--- src/rtl/framebuffer_pixel_writer.sv ---
// framebuffer_pixel_writer: buffers (x, y, colour) pixels from the shape generators,
// converts them to linear framebuffer addresses and issues single-word writes that
// respect the memory stall. A clear request sweeps the whole screen with one colour.
// Optional build macro: FB_WRITER_DROP_COUNT_EN adds drop_count/drop_flag outputs that
// report discarded out-of-range pixels.
module framebuffer_pixel_writer #(
  parameter int unsigned H_RES      = 320,
  parameter int unsigned V_RES      = 240,
  parameter int unsigned COLOUR_W   = 3,
  parameter int unsigned FIFO_DEPTH = 4,
  parameter int unsigned ADDR_W     = 17
) (
  input  logic                clk,
  input  logic                reset,
  input  logic                in_valid,
  output logic                in_ready,
  input  logic [8:0]          in_x,
  input  logic [7:0]          in_y,
  input  logic [COLOUR_W-1:0] in_colour,
  input  logic                clear_req,
  input  logic [COLOUR_W-1:0] clear_colour,
  output logic                clear_busy,
  output logic                clear_done,
  output logic [ADDR_W-1:0]   fb_addr,
  output logic [COLOUR_W-1:0] fb_data,
  output logic                fb_we,
  input  logic                fb_stall
`ifdef FB_WRITER_DROP_COUNT_EN
  ,
  output logic [15:0]         drop_count,
  output logic                drop_flag
`endif
);

  localparam int unsigned PtrW = $clog2(FIFO_DEPTH);
  localparam int unsigned EntW = 9 + 8 + COLOUR_W;
  localparam logic [ADDR_W-1:0] LastAddr = ADDR_W'(H_RES * V_RES - 1);

  typedef enum logic [1:0] {StIdle, StClearWait, StClear} state_e;

  state_e                state_q, state_d;
  logic [EntW-1:0]       fifo_mem_q [FIFO_DEPTH];
  logic [PtrW:0]         wr_ptr_q, wr_ptr_d, rd_ptr_q, rd_ptr_d;
  logic [ADDR_W-1:0]     fb_addr_q, fb_addr_d;
  logic [COLOUR_W-1:0]   fb_data_q, fb_data_d;
  logic                  fb_we_q, fb_we_d;
  logic [ADDR_W-1:0]     clr_cnt_q, clr_cnt_d;
  logic [COLOUR_W-1:0]   clr_colour_q, clr_colour_d;
  logic                  clear_done_q, clear_done_d;

  logic                  fifo_empty, fifo_full, push, pop, out_free;
  logic [8:0]            head_x;
  logic [7:0]            head_y;
  logic [COLOUR_W-1:0]   head_colour;
  logic                  head_in_range;
  logic [ADDR_W-1:0]     pix_addr;

  // Extra pointer bit distinguishes full from empty when the indices match.
  assign fifo_empty = (wr_ptr_q == rd_ptr_q);
  assign fifo_full  = (wr_ptr_q[PtrW] != rd_ptr_q[PtrW]) &&
                      (wr_ptr_q[PtrW-1:0] == rd_ptr_q[PtrW-1:0]);

  // New pixels are refused while a clear is pending or running.
  assign in_ready = !reset && !fifo_full && (state_q == StIdle);
  assign push     = in_valid && in_ready;
  assign out_free = !fb_we_q || !fb_stall;

  assign {head_colour, head_y, head_x} = fifo_mem_q[rd_ptr_q[PtrW-1:0]];
  assign head_in_range = (32'(head_x) < H_RES) && (32'(head_y) < V_RES);
  assign pix_addr      = ADDR_W'(32'(head_y) * H_RES + 32'(head_x));

  // Pixel storage; validity is tracked by the pointers, so no reset is needed.
  always_ff @(posedge clk) begin
    if (push) fifo_mem_q[wr_ptr_q[PtrW-1:0]] <= {in_colour, in_y, in_x};
  end

  // Next-state logic: FIFO drain, clear hand-off and the clear sweep.
  always_comb begin
    state_d      = state_q;
    wr_ptr_d     = wr_ptr_q + {{PtrW{1'b0}}, push};
    rd_ptr_d     = rd_ptr_q;
    fb_addr_d    = fb_addr_q;
    fb_data_d    = fb_data_q;
    fb_we_d      = fb_we_q;
    clr_cnt_d    = clr_cnt_q;
    clr_colour_d = clr_colour_q;
    clear_done_d = 1'b0;
    pop          = 1'b0;
    case (state_q)
      StIdle, StClearWait: begin
        if (out_free) begin
          fb_we_d = 1'b0;
          if (!fifo_empty) begin
            pop = 1'b1;
            // Out-of-range pixels occupy a slot but produce no write.
            if (head_in_range) begin
              fb_addr_d = pix_addr;
              fb_data_d = head_colour;
              fb_we_d   = 1'b1;
            end
          end else if (state_q == StClearWait) begin
            state_d   = StClear;
            clr_cnt_d = '0;
          end
        end
        if ((state_q == StIdle) && clear_req) begin
          state_d      = StClearWait;
          clr_colour_d = clear_colour;
        end
      end
      StClear: begin
        if (out_free) begin
          if (fb_we_q && (fb_addr_q == LastAddr)) begin
            // Final address accepted by memory this edge.
            fb_we_d      = 1'b0;
            state_d      = StIdle;
            clear_done_d = 1'b1;
          end else begin
            fb_addr_d = clr_cnt_q;
            fb_data_d = clr_colour_q;
            fb_we_d   = 1'b1;
            clr_cnt_d = clr_cnt_q + ADDR_W'(1);
          end
        end
      end
      default: state_d = StIdle;
    endcase
    if (pop) rd_ptr_d = rd_ptr_q + (PtrW + 1)'(1);
  end

  // State registers with asynchronous reset abandoning all pending work.
  always_ff @(posedge clk or posedge reset) begin
    if (reset) begin
      state_q      <= StIdle;
      wr_ptr_q     <= '0;
      rd_ptr_q     <= '0;
      fb_addr_q    <= '0;
      fb_data_q    <= '0;
      fb_we_q      <= 1'b0;
      clr_cnt_q    <= '0;
      clr_colour_q <= '0;
      clear_done_q <= 1'b0;
    end else begin
      state_q      <= state_d;
      wr_ptr_q     <= wr_ptr_d;
      rd_ptr_q     <= rd_ptr_d;
      fb_addr_q    <= fb_addr_d;
      fb_data_q    <= fb_data_d;
      fb_we_q      <= fb_we_d;
      clr_cnt_q    <= clr_cnt_d;
      clr_colour_q <= clr_colour_d;
      clear_done_q <= clear_done_d;
    end
  end

  assign fb_addr    = fb_addr_q;
  assign fb_data    = fb_data_q;
  assign fb_we      = fb_we_q;
  assign clear_done = clear_done_q;
  assign clear_busy = (state_q != StIdle);

`ifdef FB_WRITER_DROP_COUNT_EN
  logic        drop;
  logic [15:0] drop_count_q, drop_count_d;
  logic        drop_flag_q, drop_flag_d;

  assign drop = pop && !head_in_range;

  // Saturating drop counter and sticky flag.
  always_comb begin
    drop_count_d = drop_count_q;
    drop_flag_d  = drop_flag_q;
    if (drop) begin
      if (drop_count_q != 16'hFFFF) drop_count_d = drop_count_q + 16'd1;
      drop_flag_d = 1'b1;
    end
  end

  // Drop statistics registers, cleared only by reset.
  always_ff @(posedge clk or posedge reset) begin
    if (reset) begin
      drop_count_q <= '0;
      drop_flag_q  <= 1'b0;
    end else begin
      drop_count_q <= drop_count_d;
      drop_flag_q  <= drop_flag_d;
    end
  end

  assign drop_count = drop_count_q;
  assign drop_flag  = drop_flag_q;
`endif

endmodule

--- config.mk ---
export PLATFORM = sky130hd
export DESIGN_NAME = framebuffer_pixel_writer
export DESIGN_NICKNAME = d
export VERILOG_FILES = /design/src/rtl/framebuffer_pixel_writer.sv
export SDC_FILE = /design/constraint.sdc
export NUM_CORES = 1
export LEC_CHECK = 0
export CAP_MARGIN = 20
export CORE_UTILIZATION = 52
export DETAILED_ROUTE_END_ITERATION = 12
export MAX_ROUTING_LAYER = met4
export PLACE_DENSITY_LB_ADDON = 0.3
export SLEW_MARGIN = 25
export SYNTH_ARGS = -nofsm -noshare
export SYNTH_HDL_FRONTEND = slang
export SYNTH_SLANG_ARGS = --single-unit
--- constraint.sdc ---
create_clock -name clk -period 3.74 [get_ports clk]
set_input_delay 0.748 -clock clk [delete_from_list [all_inputs] [get_ports clk]]
set_output_delay 0.748 -clock clk [all_outputs]
set_load 0.02 [all_outputs]
**Word level (Yosys, flattened, before mapping)**

Memory sizes are Yosys's and may differ from the RTL's.
Index checks and enable logic that the tools add are counted.

- Add/sub/neg operators: 4
- $mul: 1
- $lt $le $gt $ge: 2
- Eq/ne operators: 17
- Mux-type cells: 39
- Reductions and logical operators: 21

Operator list:

| cell | count |
|---|---|
| $mux 17 | 10 |
| $pmux 17 s2 | 2 |
| $add 17x1->17 const B | 1 |
| $add 17x9->17 | 1 |
| $eq 17x17->1 const B | 1 |
| $ne 2x2->1 const B | 8 |
| $mux 3 | 5 |
| $mux 1 | 13 |
| $mux 2 | 6 |
| $reduce_and 6->1 | 2 |
| $mul 8x3->11 const B | 1 |
| $lt 9x9->1 const B | 1 |
| $ne 3x3->1 const B | 3 |
| $lt 8x8->1 const B | 1 |
| $logic_and 1x1->1 | 7 |
| $pmux 3 s2 | 1 |
| $reduce_and 5->1 | 1 |
| $logic_not 1->1 | 4 |
| $pmux 2 s2 | 1 |
| $reduce_bool 2->1 | 2 |
| $add 3x1->3 | 1 |
| $add 3x1->3 const B | 1 |
| $eq 3x3->1 | 1 |
| $reduce_and 3->1 | 1 |
| other kinds (9) | 9 |

- Register bits: 50
- RAM bits: 80
- Output and inout bits: 24
- Logic and storage cells: 94
- Memories: 1

Memory list:

| memory | words | width | read ports | clocked after memory_dff | wr ports | RTL line | source |
|---|---|---|---|---|---|---|---|
| fifo_mem_q | 4 | 20 | 1 | 0 | 1 | 42 | `logic [EntW-1:0] fifo_mem_q [FIFO_DEPTH];` |

**Depth between registers and ports, before layout**

Gate-level depths: netlist of run 1.

- Depth after elaboration: 8
- Depth in mapped cells: 12
- Gate-level depth less buffers: 10

**Worst setup path before layout of run 1**

OpenSTA, ideal clock, no wires.

- Path type: reg2reg
- Start: register rd_ptr_q[0]
- End: register fb_addr_q[16], in the netlist fb_addr[16]
- Arrival: 3657 ps
- Required time: 3664 ps
- Path slack: 7 ps
- Stages on the path, launching flop included: 13
- Clock period less this slack: 3733 ps
- Cells stage by stage: dfrtp_1 > buf_6 > buf_2 > mux4_2 > ha_1 > ha_1 > fa_1 > a211oi_1 > nor2_1 > a2111oi_0 > nor4b_1 > a211oi_1 > o21ai_1

- Longest elaborated chain between the ends: 7
- Elaborated cells between the ends (all ways): 14

RTL lines:

| item | RTL line | source |
|---|---|---|
| start: declaration | 43 | `logic [PtrW:0] wr_ptr_q, wr_ptr_d, rd_ptr_q, rd_ptr_d;` |
| start signal: assignment | 146 | `rd_ptr_q <= rd_ptr_d;` |
| $mem_v2 4x20 | n/a |  |
| $mul 8x3->11 | 70 | `assign pix_addr = ADDR_W'(32'(head_y) * H_RES + 32'(head_x));` |
| $add 17x9->17 | 70 |  |
| $mux 17 | 96 | `if (head_in_range) begin` |
| $mux 17 | 93 | `if (!fifo_empty) begin` |
| $mux 17 | 91 | `if (out_free) begin` |
| $pmux 17 s2 | 89 | `case (state_q)` |
| end signal: assignment | 147 | `fb_addr_q <= fb_addr_d;` |
| end: declaration | 44 | `logic [ADDR_W-1:0] fb_addr_q, fb_addr_d;` |

Several ways; a longest one is shown, not always the timed one. The select of a mux whose other input is x is not followed.
A chain may end at the register's enable or synchronous reset.

**Worst setup path after layout of run 1**

Same ends and word-level chain as after synthesis.

==> results of run 1 <==
synth_stat cells, drive strengths merged, types with 2 or more instances:
cell	count
a211o	2
a211oi	3
a21boi	2
a21o	3
a21oi	12
a311oi	2
a31oi	5
and3	8
buf	8
clkbuf	6
dfrtp	50
edfxtp	80
fa	2
ha	19
inv	13
mux2	5
mux4	20
nand2	20
nand3	7
nand4	7
nand4b	2
nor2	53
nor2b	4
nor3	7
nor3b	2
nor4	2
o21ai	41
o22ai	17
o31ai	2
or2	3
xnor2	5
xor2	7
report_power, final:
part           total [W]  leakage (nW)  internal, W  switching (W)
combinational    0.00321          1.12      0.00147        0.00174
sequential       0.00201          1.34      0.00178       0.000229
clock            0.00148         0.249     0.000902       0.000581
kinds of logic (layout without fill, tap and decap cells):
group	after synthesis	after routing	synth area share [%]
flops	130	130	61.8
simple gates	119	119	9.88
compound gates	101	101	11.0
buf+inv	27	107	2.24
mux	25	25	8.69
fa+ha+maj	21	21	4.70
xor+xnor	12	12	1.78
placed cells by master, fill, tap and decap left out, drive strengths merged, types with 5 or more instances in the layout:
cell,Yosys,routed
a21oi,12,12
a31oi,5,5
and3,8,8
buf,8,12
clkbuf,6,21
clkdlybuf4s50,0,51
clkinv,0,5
dfrtp,50,50
edfxtp,80,80
ha,19,19
inv,13,13
mux2,5,5
mux4,20,20
nand2,20,20
nand3,7,7
nand4,7,7
nor2,53,53
nor3,7,7
o21ai,41,41
o22ai,17,17
xnor2,5,5
xor2,7,7
worst max-delay path, stage by stage, from the launching register on:
cell       delay [ns]
dfrtp_2          0.50
mux4_2           0.56
ha_1             0.31
ha_1             0.23
fa_1             0.43
a211oi_2         0.29
nor2_1           0.11
a2111oi_1        0.47
nor4b_2          0.30
a211oi_1         0.12
o21ai_1          0.15
per-layer routing:
metal	track usage, %	vias up	wire [µm]
met5	-	-	0
met4	8.88	0	205
met3	7.41	22	651
met2	35.0	116	5760
met1	29.8	1852	5280
li1	-	1805	-
per-stage QoR:
| step | hold slack, ns | power [W] |
|---|---|---|
| global route | 0.524 | 0.00716 |
| floorplan | 0.446 | 0.00432 |
| CTS | 0.499 | 0.00665 |
| finish | 0.496 | 0.00670 |
| global placement | 0.471 | 0.00506 |
| detailed placement | 0.488 | 0.00514 |
sequential cells by signal (all words and copies together), names as in the netlist, 2 cells and up:
| signal | count |
|---|---|
| wr_ptr_q | 3 |
| clr_colour_q | 3 |
| rd_ptr_q | 3 |
| fb_data | 3 |
| state_q | 2 |
| fb_addr | 17 |
| clr_cnt_q | 17 |
| fifo_mem_q | 80 |
how the worst min path moves through the flow:
| stage | start | end | slack [ns] |
|---|---|---|---|
| global route | clr_colour_q[0]$_DFFE_PP0P_ | clr_colour_q[0]$_DFFE_PP0P_ | 0.52 |
| global placement | wr_ptr_q[2]$_DFF_PP0_ | wr_ptr_q[2]$_DFF_PP0_ | 0.47 |
| detailed placement | wr_ptr_q[2]$_DFF_PP0_ | wr_ptr_q[2]$_DFF_PP0_ | 0.49 |
| CTS | wr_ptr_q[2]$_DFF_PP0_ | wr_ptr_q[2]$_DFF_PP0_ | 0.50 |
| finish | wr_ptr_q[2]$_DFF_PP0_ | wr_ptr_q[2]$_DFF_PP0_ | 0.50 |
| floorplan | clr_cnt_q[16]$_DFFE_PP0P_ | clr_cnt_q[16]$_DFFE_PP0P_ | 0.45 |
area by class of cell:
cell class	instances	area (µm²)	share of cell area, %
Clock inverter	10	88.8	1.24
Inverter	13	51.3	0.715
Timing Repair Buffer	63	601	8.37
Clock buffer	21	440	6.14
Sequential cell	130	3650	50.9
Tap cell	140	175	2.44
Multi-Input combinational cell	278	2160	30.2
what timing repair did:
item	CTS	global route
setup endpoints to repair	2	2
gates resized for setup	1	4
pin swaps	0	0
==> flow_metrics.tcl, run 1 <==
set metrics [dict create \
    outcome "finished, final reports clean" \
    htree_levels 4 \
    grtUsageTotal_pct 23.3 \
    die_x_um 109 \
    fin_crit_sh_pct 95.3 \
    dr.pass1.iters 5 \
    required_ns 4.09 \
    tritoncts "yes" \
    grt_pass1_wl_um 19200 \
    finalHoldViolCount 0 \
    drc 0 \
    yosysWarnings 0 \
    dr.first_iter.drc_count 237 \
    pre_cts_slack_ns -0.0272 \
    crit_path_start_kind "flop" \
    antenna_found_initial 0 \
    fin_crit_ns 3.57 \
    ys_types 58 \
    finalSetupViolations 0 \
    async_reset_ff_share_pct 38.5 \
    place_congestion 0.858 \
    ctsHoldBuffers 0 \
    crit_type "reg -> reg" \
    crit_end "fb_addr[16]$_DFFE_PP0P_" \
    grt_overflow 0 \
    vias 3795 \
    power.density_nw_per_um2 934 \
    grt_pass1_vias 3704 \
    synthTopCellsByArea "edfxtp_1 (41%), dfrtp_1 (21%), mux4_2 (6.9%), ha_1 (4.0%), nor2_1 (3.4%)" \
    critPathCaptureType "flop" \
    syn_inst 435 \
    nets 552 \
    initial_core_util_pct 53.9 \
    syn_nets 484 \
    numCtsBuffers 17 \
    r2r_slack_ns 0.17 \
    synth_seq_area_share_pct 61.8 \
    slew-limit-headroom_pct 57.8 \
    ant_nets 0 \
    worst_hold_path_type "reg -> reg" \
    finalMaxSlewViolations 0 \
    syn_avg_cell_area_um2 13.6 \
    dp_cells 624 \
    fin_cells 655 \
    fillCellCount 804 \
    postCtsSetupBuffers 0 \
    tightest_slew_ns 0.632 \
    irDropWorstVdd_uv 790 \
    die_height_um 109 \
    r2r_start "rd_ptr_q[0]$_DFFE_PP0P_" \
    rsz0062_at_grt "no" \
    yosysTopAreaCellShare_pct 40.6 \
    dp_hpwl_um 8010 \
    cts_buffer_depth 2 \
    min_path_cells 1 \
    fin_setup_tns_ns 0 \
    area_growth_pct 21.3 \
    crit_arrival_ns 3.91 \
    cts_root_buffer "clkbuf_16" \
    clkSinkCount 130 \
    wire_per_inst_um 18.2 \
    fmax_ghz 0.280 \
    drive_above_1_share_pct 15.7 \
    maxCapViolations 0 \
    final_core_util_pct 65.3 \
    worstSkewPairLatency_ns 0.42 \
    leakagePower_nw 2.70 \
    yosys.area.top_type "edfxtp_1" \
    r2r_cells 10 \
    synth-edff-count 80 \
    diodes 0 \
    fp-row-count 38 \
    skew_ns 0.00693 \
    cp_max_fo 8 \
    reg2reg_to "fb_addr[16]$_DFFE_PP0P_" \
    path_clk_slew_ns 0.06 \
    coreArea_um2 11000 \
    ios 52 \
    ys.flop_type "edfxtp_1" \
    ys_ff_latch 130 \
    vias_per_cell 5.79 \
    startpoint "rd_ptr_q[0]$_DFFE_PP0P_" \
    final_design_area_no_fill_um2 7170 \
    synth_area_um2 5920 \
    port_buffers 51 \
    place_area_um2 6620 \
    drt-total-wl_um 11900 \
    die_area_um2 11800 \
    grt_start_max_net_pins 51 \
    finalWorstSetupSlack_ns 0.174 \
]
Note: power is estimated with default switching activity, not from simulation.
==> run 2: changes to the inputs <==
CAP_MARGIN = 30   (was 20)
REMOVE_ABC_BUFFERS = 1   (was unset)
==> run 2 against run 1 <==
Net effect: core utilization increased by 0.43 points; critical endpoint is now fb_addr[14]$_DFFE_PP0P_; largest power group unchanged; worst setup slack improved by 0.039 ns; clock power increased by 9%; hold slack got worse by 0.0099 ns; largest cell class unchanged; clock skew increased by 0.0045 ns; sequential share of layout area decreased by 0.35 points; cell area increased by 0.66%; combinational power increased by 1%; maximum frequency increased by 1.1%.
==> flow_metrics.tcl, run 2 (same netlist as run 1, synthesis figures left out) <==
set metrics [dict create \
    crit_type "reg -> reg" \
    antenna_found_initial 0 \
    required_ns 4.02 \
    slew-limit-headroom_pct 58.5 \
    coreArea_um2 11000 \
    grt_pass1_vias 3869 \
    final_design_area_no_fill_um2 7220 \
    finalMaxSlewViolations 0 \
    power.density_nw_per_um2 950 \
    die_area_um2 11800 \
    numCtsBuffers 17 \
    r2r_cells 10 \
    htree_levels 4 \
    tightest_slew_ns 0.622 \
    hold_path.startpoint "wr_ptr_q[2]$_DFF_PP0_" \
    irDropWorstVdd_uv 422 \
    cts_buffer_depth 2 \
    ctsHoldBuffers 0 \
    min_to "wr_ptr_q[2]$_DFF_PP0_" \
    min_path_cells 1 \
    fin_crit_sh_pct 94.3 \
    ios 52 \
    outcome "finished, final reports clean" \
    initial_core_util_pct 53.9 \
    worst_hold_path_type "reg -> reg" \
    dp_hpwl_um 8130 \
    mostFrequentLayoutCells "edfxtp_1 (80), nor2_1 (53), clkdlybuf4s50_1 (51), dfrtp_1 (50), o21ai_0 (37)" \
    nets 553 \
    wire_per_inst_um 18.8 \
    crit_path_start_kind "flop" \
    dr.pass1.iters 5 \
    drt-total-wl_um 12300 \
    die_height_um 109 \
    grt_pass1_wl_um 19900 \
    die_x_um 109 \
    critPathCaptureType "flop" \
    grt_start_max_net_pins 51 \
    grt_overflow 0 \
    final_core_util_pct 65.8 \
    place_congestion 0.822 \
    fin_crit_ns 3.53 \
    path_clk_slew_ns 0.06 \
    area_growth_pct 22.1 \
    fp-row-count 38 \
    fmax_ghz 0.284 \
    port_buffers 51 \
    worstSkewPairLatency_ns 0.42 \
    crit_arrival_ns 3.81 \
    finalHoldViolCount 0 \
    total_power_w 0.00686 \
    r2r_start "rd_ptr_q[0]$_DFFE_PP0P_" \
    cts_root_buffer "clkbuf_16" \
    ant_nets 0 \
    leakagePower_nw 2.75 \
    vias_per_cell 5.98 \
    maxCapViolations 0 \
    clkSinkCount 130 \
    layout_commonest_cell "edfxtp_1" \
    rsz0062_at_grt "no" \
    cp_max_fo 5 \
    diodes 0 \
    reg2reg_to "fb_addr[14]$_DFFE_PP0P_" \
    dr.first_iter.drc_count 224 \
    place_area_um2 6630 \
    grtUsageTotal_pct 23.8 \
    r2r_slack_ns 0.21 \
    tritoncts "yes" \
    largest_reg_flops 80 \
    skew_ns 0.0115 \
    drive_above_1_share_pct 16.4 \
    vias 3932 \
    finalSetupViolations 0 \
    drc 0 \
]
## run 2: changes by cell type in the layout (fill, tap and decap cells not counted), sizes merged
cell	change
clkbuf	-4
clkinvlp	-3
inv	+9
bufinv	-1
buf	+1
## run 2: worst max-delay path by stage
| stage | start | end | slack, ns |
|---|---|---|---|
| after global placement | rd_ptr_q[0]$_DFFE_PP0P_ | fb_addr[16]$_DFFE_PP0P_ | 0.22 |
| after CTS | rd_ptr_q[0]$_DFFE_PP0P_ | fb_addr[16]$_DFFE_PP0P_ | 0.07 |
| final | rd_ptr_q[0]$_DFFE_PP0P_ | fb_addr[14]$_DFFE_PP0P_ | 0.21 |
| after global routing | rd_ptr_q[0]$_DFFE_PP0P_ | fb_addr[16]$_DFFE_PP0P_ | 0.02 |
| after detailed placement | rd_ptr_q[0]$_DFFE_PP0P_ | fb_addr[16]$_DFFE_PP0P_ | 0.11 |
| after floorplan | rd_ptr_q[0]$_DFFE_PP0P_ | fifo_mem_q[1][0]$_DFFE_PP_ | -0.44 |
## run 2: routing by layer
layer	global-route usage [%]	share of wire (%)
met1	31.4	43
met2	36.4	50
met3	5.74	6.0
met5	-	0
met4	8.20	1.3
## run 2: cell type report
class	instances	area [µm²]
fillers	787	3760
repair buffers	64	608
well taps	140	175
inverters	13	51.3
clock inverters	15	163
multi-input cells	278	2150
clock buffers	17	425
flip-flops and latches	130	3650
## run 2: worst max-delay path: stages, from the launching register on
cell and delay (ns):
dfrtp_1 0.47, buf_4 0.19, mux4_2 0.54, ha_1 0.36, ha_1 0.31, a211o_1 0.33, a211o_1 0.31, a221oi_2 0.42
nor3b_1 0.09, nor3_1 0.25, o22ai_2 0.11
## run 2: power by group
part,total [W],leakage (nW),switching (W),internal (W)
Clock,0.00161,0.285,0.000713,0.000894
Sequential,0.00200,1.34,0.000222,0.00178
Combinational,0.00325,1.12,0.00177,0.00148
## run 2: repair_timing
| item | CTS | global route |
|---|---|---|
| buffers inserted | 0 | 0 |
| setup endpoints to repair | 0 | 2 |
| gates resized for setup | 0 | 2 |
## run 2: through the flow
step | std cells | hold slack (ns) | setup TNS, ns | setup slack, ns
2_1_floorplan | 421 | 0.446 | -15.07 | -0.437
3_3_place_gp | 625 | 0.471 | 0 | 0.225
3_5_place_dp | 625 | 0.481 | 0 | 0.109
4_1_cts | 657 | 0.490 | 0 | 0.0699
5_1_grt | 657 | 0.501 | 0 | 0.0202
6_report | 657 | 0.486 | 0 | 0.213
==> run 3: changes to the inputs <==
ABC_AREA = 1   (was unset)
CORE_UTILIZATION = 55   (was 52)
clock period = 3.9 ns   (was 3.74 ns; I/O delays follow)
==> run 3 against run 2 <==
Net effect: cell area is 5.9% higher; sequential power is 19% lower; area after synthesis grew 9.0%.
==> flow_metrics.tcl, run 3 <==
set metrics [dict create \
    cp_cell_sequence "buf_4 -> nand2_1 -> a32oi_1 -> ha_1 -> ha_1 -> fa_1 -> nand2_1 -> nand2_1 -> nor3_1 -> nand3_1 -> inv_1 -> nand2_1 -> nand3_1 -> nand2_1 -> nand2_1 -> nand2_1" \
    wire_per_inst_um 15.8 \
    cts-resized-gates 0 \
    ctsHoldBuffers 0 \
    crit_type "reg -> reg" \
    clkSinkCount 130 \
    irDropWorstVdd_uv 365 \
    vias_per_cell 5.51 \
    fmax_ghz 0.303 \
    outcome "finished, final reports clean" \
    drt-total-wl_um 13900 \
    yosys.area.top_type "edfxtp_1" \
    nets 776 \
    port_buffers 51 \
    area_growth_pct 18.6 \
    cpMaxStageDelayCell "fa_1" \
    numCtsBuffers 17 \
    antenna_found_initial 0 \
    die_height_um 110 \
    drive_above_1_share_pct 10.3 \
    mostFrequentLayoutCells "nand2_1 (179), edfxtp_1 (80), nor2_1 (68), clkdlybuf4s50_1 (51), dfrtp_1 (50)" \
    finalSetupViolations 0 \
    tritoncts "yes" \
    synth_area_um2 6450 \
    seq_area_um2 3650 \
    ys_ff_latch 130 \
    synthTopCellsByArea "edfxtp_1 (37%), dfrtp_1 (19%), nand2_1 (10%), nor2_1 (4.0%), ha_1 (3.7%)" \
    postCtsSetupBuffers 0 \
    dr.pass1.iters 5 \
    syn_inst 670 \
    synth_common_cells "nand2_1 (179), edfxtp_1 (80), nor2_1 (68)" \
    worstSkewPairLatency_ns 0.42 \
    critPathBufInv 2 \
    crit_arrival_ns 3.61 \
    grt_pass1_wl_um 22400 \
    yosysMostFrequentCell "nand2_1" \
    final_core_util_pct 67.0 \
    die_x_um 110 \
    cp_max_fo 40 \
    leakagePower_nw 3.24 \
    yosysTopAreaCellShare_pct 37.3 \
    dr.first_iter.drc_count 326 \
    ys_types 36 \
    drc 0 \
    syn_avg_cell_area_um2 9.62 \
    slew-limit-headroom_pct 57.6 \
    fin_cells 883 \
    initial_core_util_pct 56.5 \
    ios 52 \
    vias 4866 \
    power.density_nw_per_um2 460 \
    required_ns 4.20 \
    place_congestion 0.910 \
    diodes 0 \
    async_reset_ff_share_pct 38.5 \
    internal-power_w 0.00265 \
    worst_hold_path_type "reg -> reg" \
    slowest_delay_ns 0.43 \
    grt_start_max_net_pins 51 \
    finalHoldViolCount 0 \
    crit_path_frequent_cell "nand2_1" \
    rsz0062_at_grt "no" \
    ant_nets 0 \
    fin_crit_sh_pct 84.7 \
    layout_commonest_cell "nand2_1" \
    p_comb_share_pct 11.5 \
    fin_crit_ns 3.30 \
    critical_path.top_delay_family "simple AND/OR/NAND/NOR gates" \
    fp-row-count 39 \
    finalWorstSetupSlack_ns 0.597 \
    p_sw_share_pct 24.8 \
    yosysWarnings 0 \
    crit_path_start_kind "flop" \
    power_frac_seq_pct 46.1 \
    multi_input_area_um2 2480 \
    fillCellCount 905 \
    critPathCaptureType "flop" \
    ys.flop_type "edfxtp_1" \
    cts_root_buffer "clkbuf_16" \
    maxCapViolations 0 \
    pre_cts_slack_ns 0.659 \
    tightest_slew_ns 0.636 \
    coreArea_um2 11400 \
    cts_buffer_depth 2 \
    grt_pass1_vias 4773 \
    synth_seq_area_share_pct 56.7 \
    grt_overflow 0 \
    path_clk_slew_ns 0.06 \
    synth-edff-count 80 \
    dp_cells 851 \
    dp_hpwl_um 9260 \
    clkPwrFrac_pct 42.4 \
    finalMaxSlewViolations 0 \
    grtUsageTotal_pct 25.7 \
    htree_levels 4 \
    die_area_um2 12200 \
    power_switching_w 0.000871 \
    largest_reg_flops 80 \
    skew_ns 0.0117 \
]
## run 3: changes by cell type after synthesis, moves of 7 or more
cell,change
nand2_1,+160
inv_1,+37
nand3_1,+37
nand2_2,+11
mux2i_1,+7
mux4_2,-18
o21ai_2,+11
nor2_1,+15
and3_1,-7
xor2_1,+12
## run 3: path summary, 6_finish.rpt
path / start / end / slack [ns] / cells past startpoint
max in group asynchronous: reset / wr_ptr_q[2]$_DFF_PP0_ / 2.57 / 3
worst min-delay path: fb_data[1]$_DFFE_PP0P_ / fb_data[1]$_DFFE_PP0P_ / 0.49 / 2
worst max-delay path: rd_ptr_q[0]$_DFFE_PP0P_ / fb_addr[14]$_DFFE_PP0P_ / 0.60 / 16
worst max register to register: rd_ptr_q[0]$_DFFE_PP0P_ / fb_addr[14]$_DFFE_PP0P_ / 0.60 / 16
worst min register to register: fb_data[1]$_DFFE_PP0P_ / fb_data[1]$_DFFE_PP0P_ / 0.49 / 2
min in group asynchronous: reset / fb_data[0]$_DFFE_PP0P_ / 0.90 / 3
## run 3: final cells by class
class                           count  area share, %
Clock buffer                       21           5.76
Clock inverter                     11           1.49
Inverter                           55           2.70
Timing Repair Buffer               59           7.46
Sequential cell                   130           47.8
Tap cell                          143           2.34
Multi-Input combinational cell    464           32.5
## run 3: stage by stage
step / setup TNS, ns / power (W) / instance area, µm² / hold slack, ns
3_3_place_gp: 0 / 0.00203 / 7090 / 0.470
4_1_cts: 0 / 0.00353 / 7640 / 0.492
2_1_floorplan: -22.93 / 0.00186 / 6320 / 0.460
5_1_grt: 0 / 0.00365 / 7640 / 0.516
6_report: 0 / 0.00352 / 7640 / 0.491
3_5_place_dp: 0 / 0.00204 / 7090 / 0.477
## run 3: kinds of logic (layout without fill, tap and decap cells)
kind of cell | count (synthesis) | count (layout) | share of synthesized area (%)
mux | 9 | 9 | 1.44
simple gates | 328 | 328 | 21.7
flops | 130 | 130 | 56.7
buf+inv | 76 | 146 | 5.16
compound gates | 83 | 83 | 7.65
fa+ha+maj | 21 | 21 | 4.31
xor+xnor | 23 | 23 | 3.12
## run 3: tightest hold or removal path, delay by kind of cell (launching register included)
kind / cells / cell delay, ns
AO/OA/AOI/OAI: 1 / 0.04
flip-flops: 1 / 0.36
AND/OR/NAND/NOR: 1 / 0.06
## run 3: metal layers
layer	vias to the layer above	global-route usage, %	part of all wire, %
met5	-	-	0
li1	2363	-	-
met1	2345	32.1	44
met3	23	5.76	4.4
met2	135	41.0	50
met4	0	9.49	1.7
## run 3: power by group through the flow
| stage | registers [W] | logic [W] | clock network [W] |
|---|---|---|---|
| floorplan | 0.00167 | 0.000191 | 0 |
| global placement | 0.00164 | 0.000391 | 0 |
| detailed placement | 0.00164 | 0.000400 | 0 |
| CTS | 0.00162 | 0.000404 | 0.00151 |
| global route | 0.00163 | 0.000448 | 0.00158 |
| finish | 0.00162 | 0.000404 | 0.00149 |
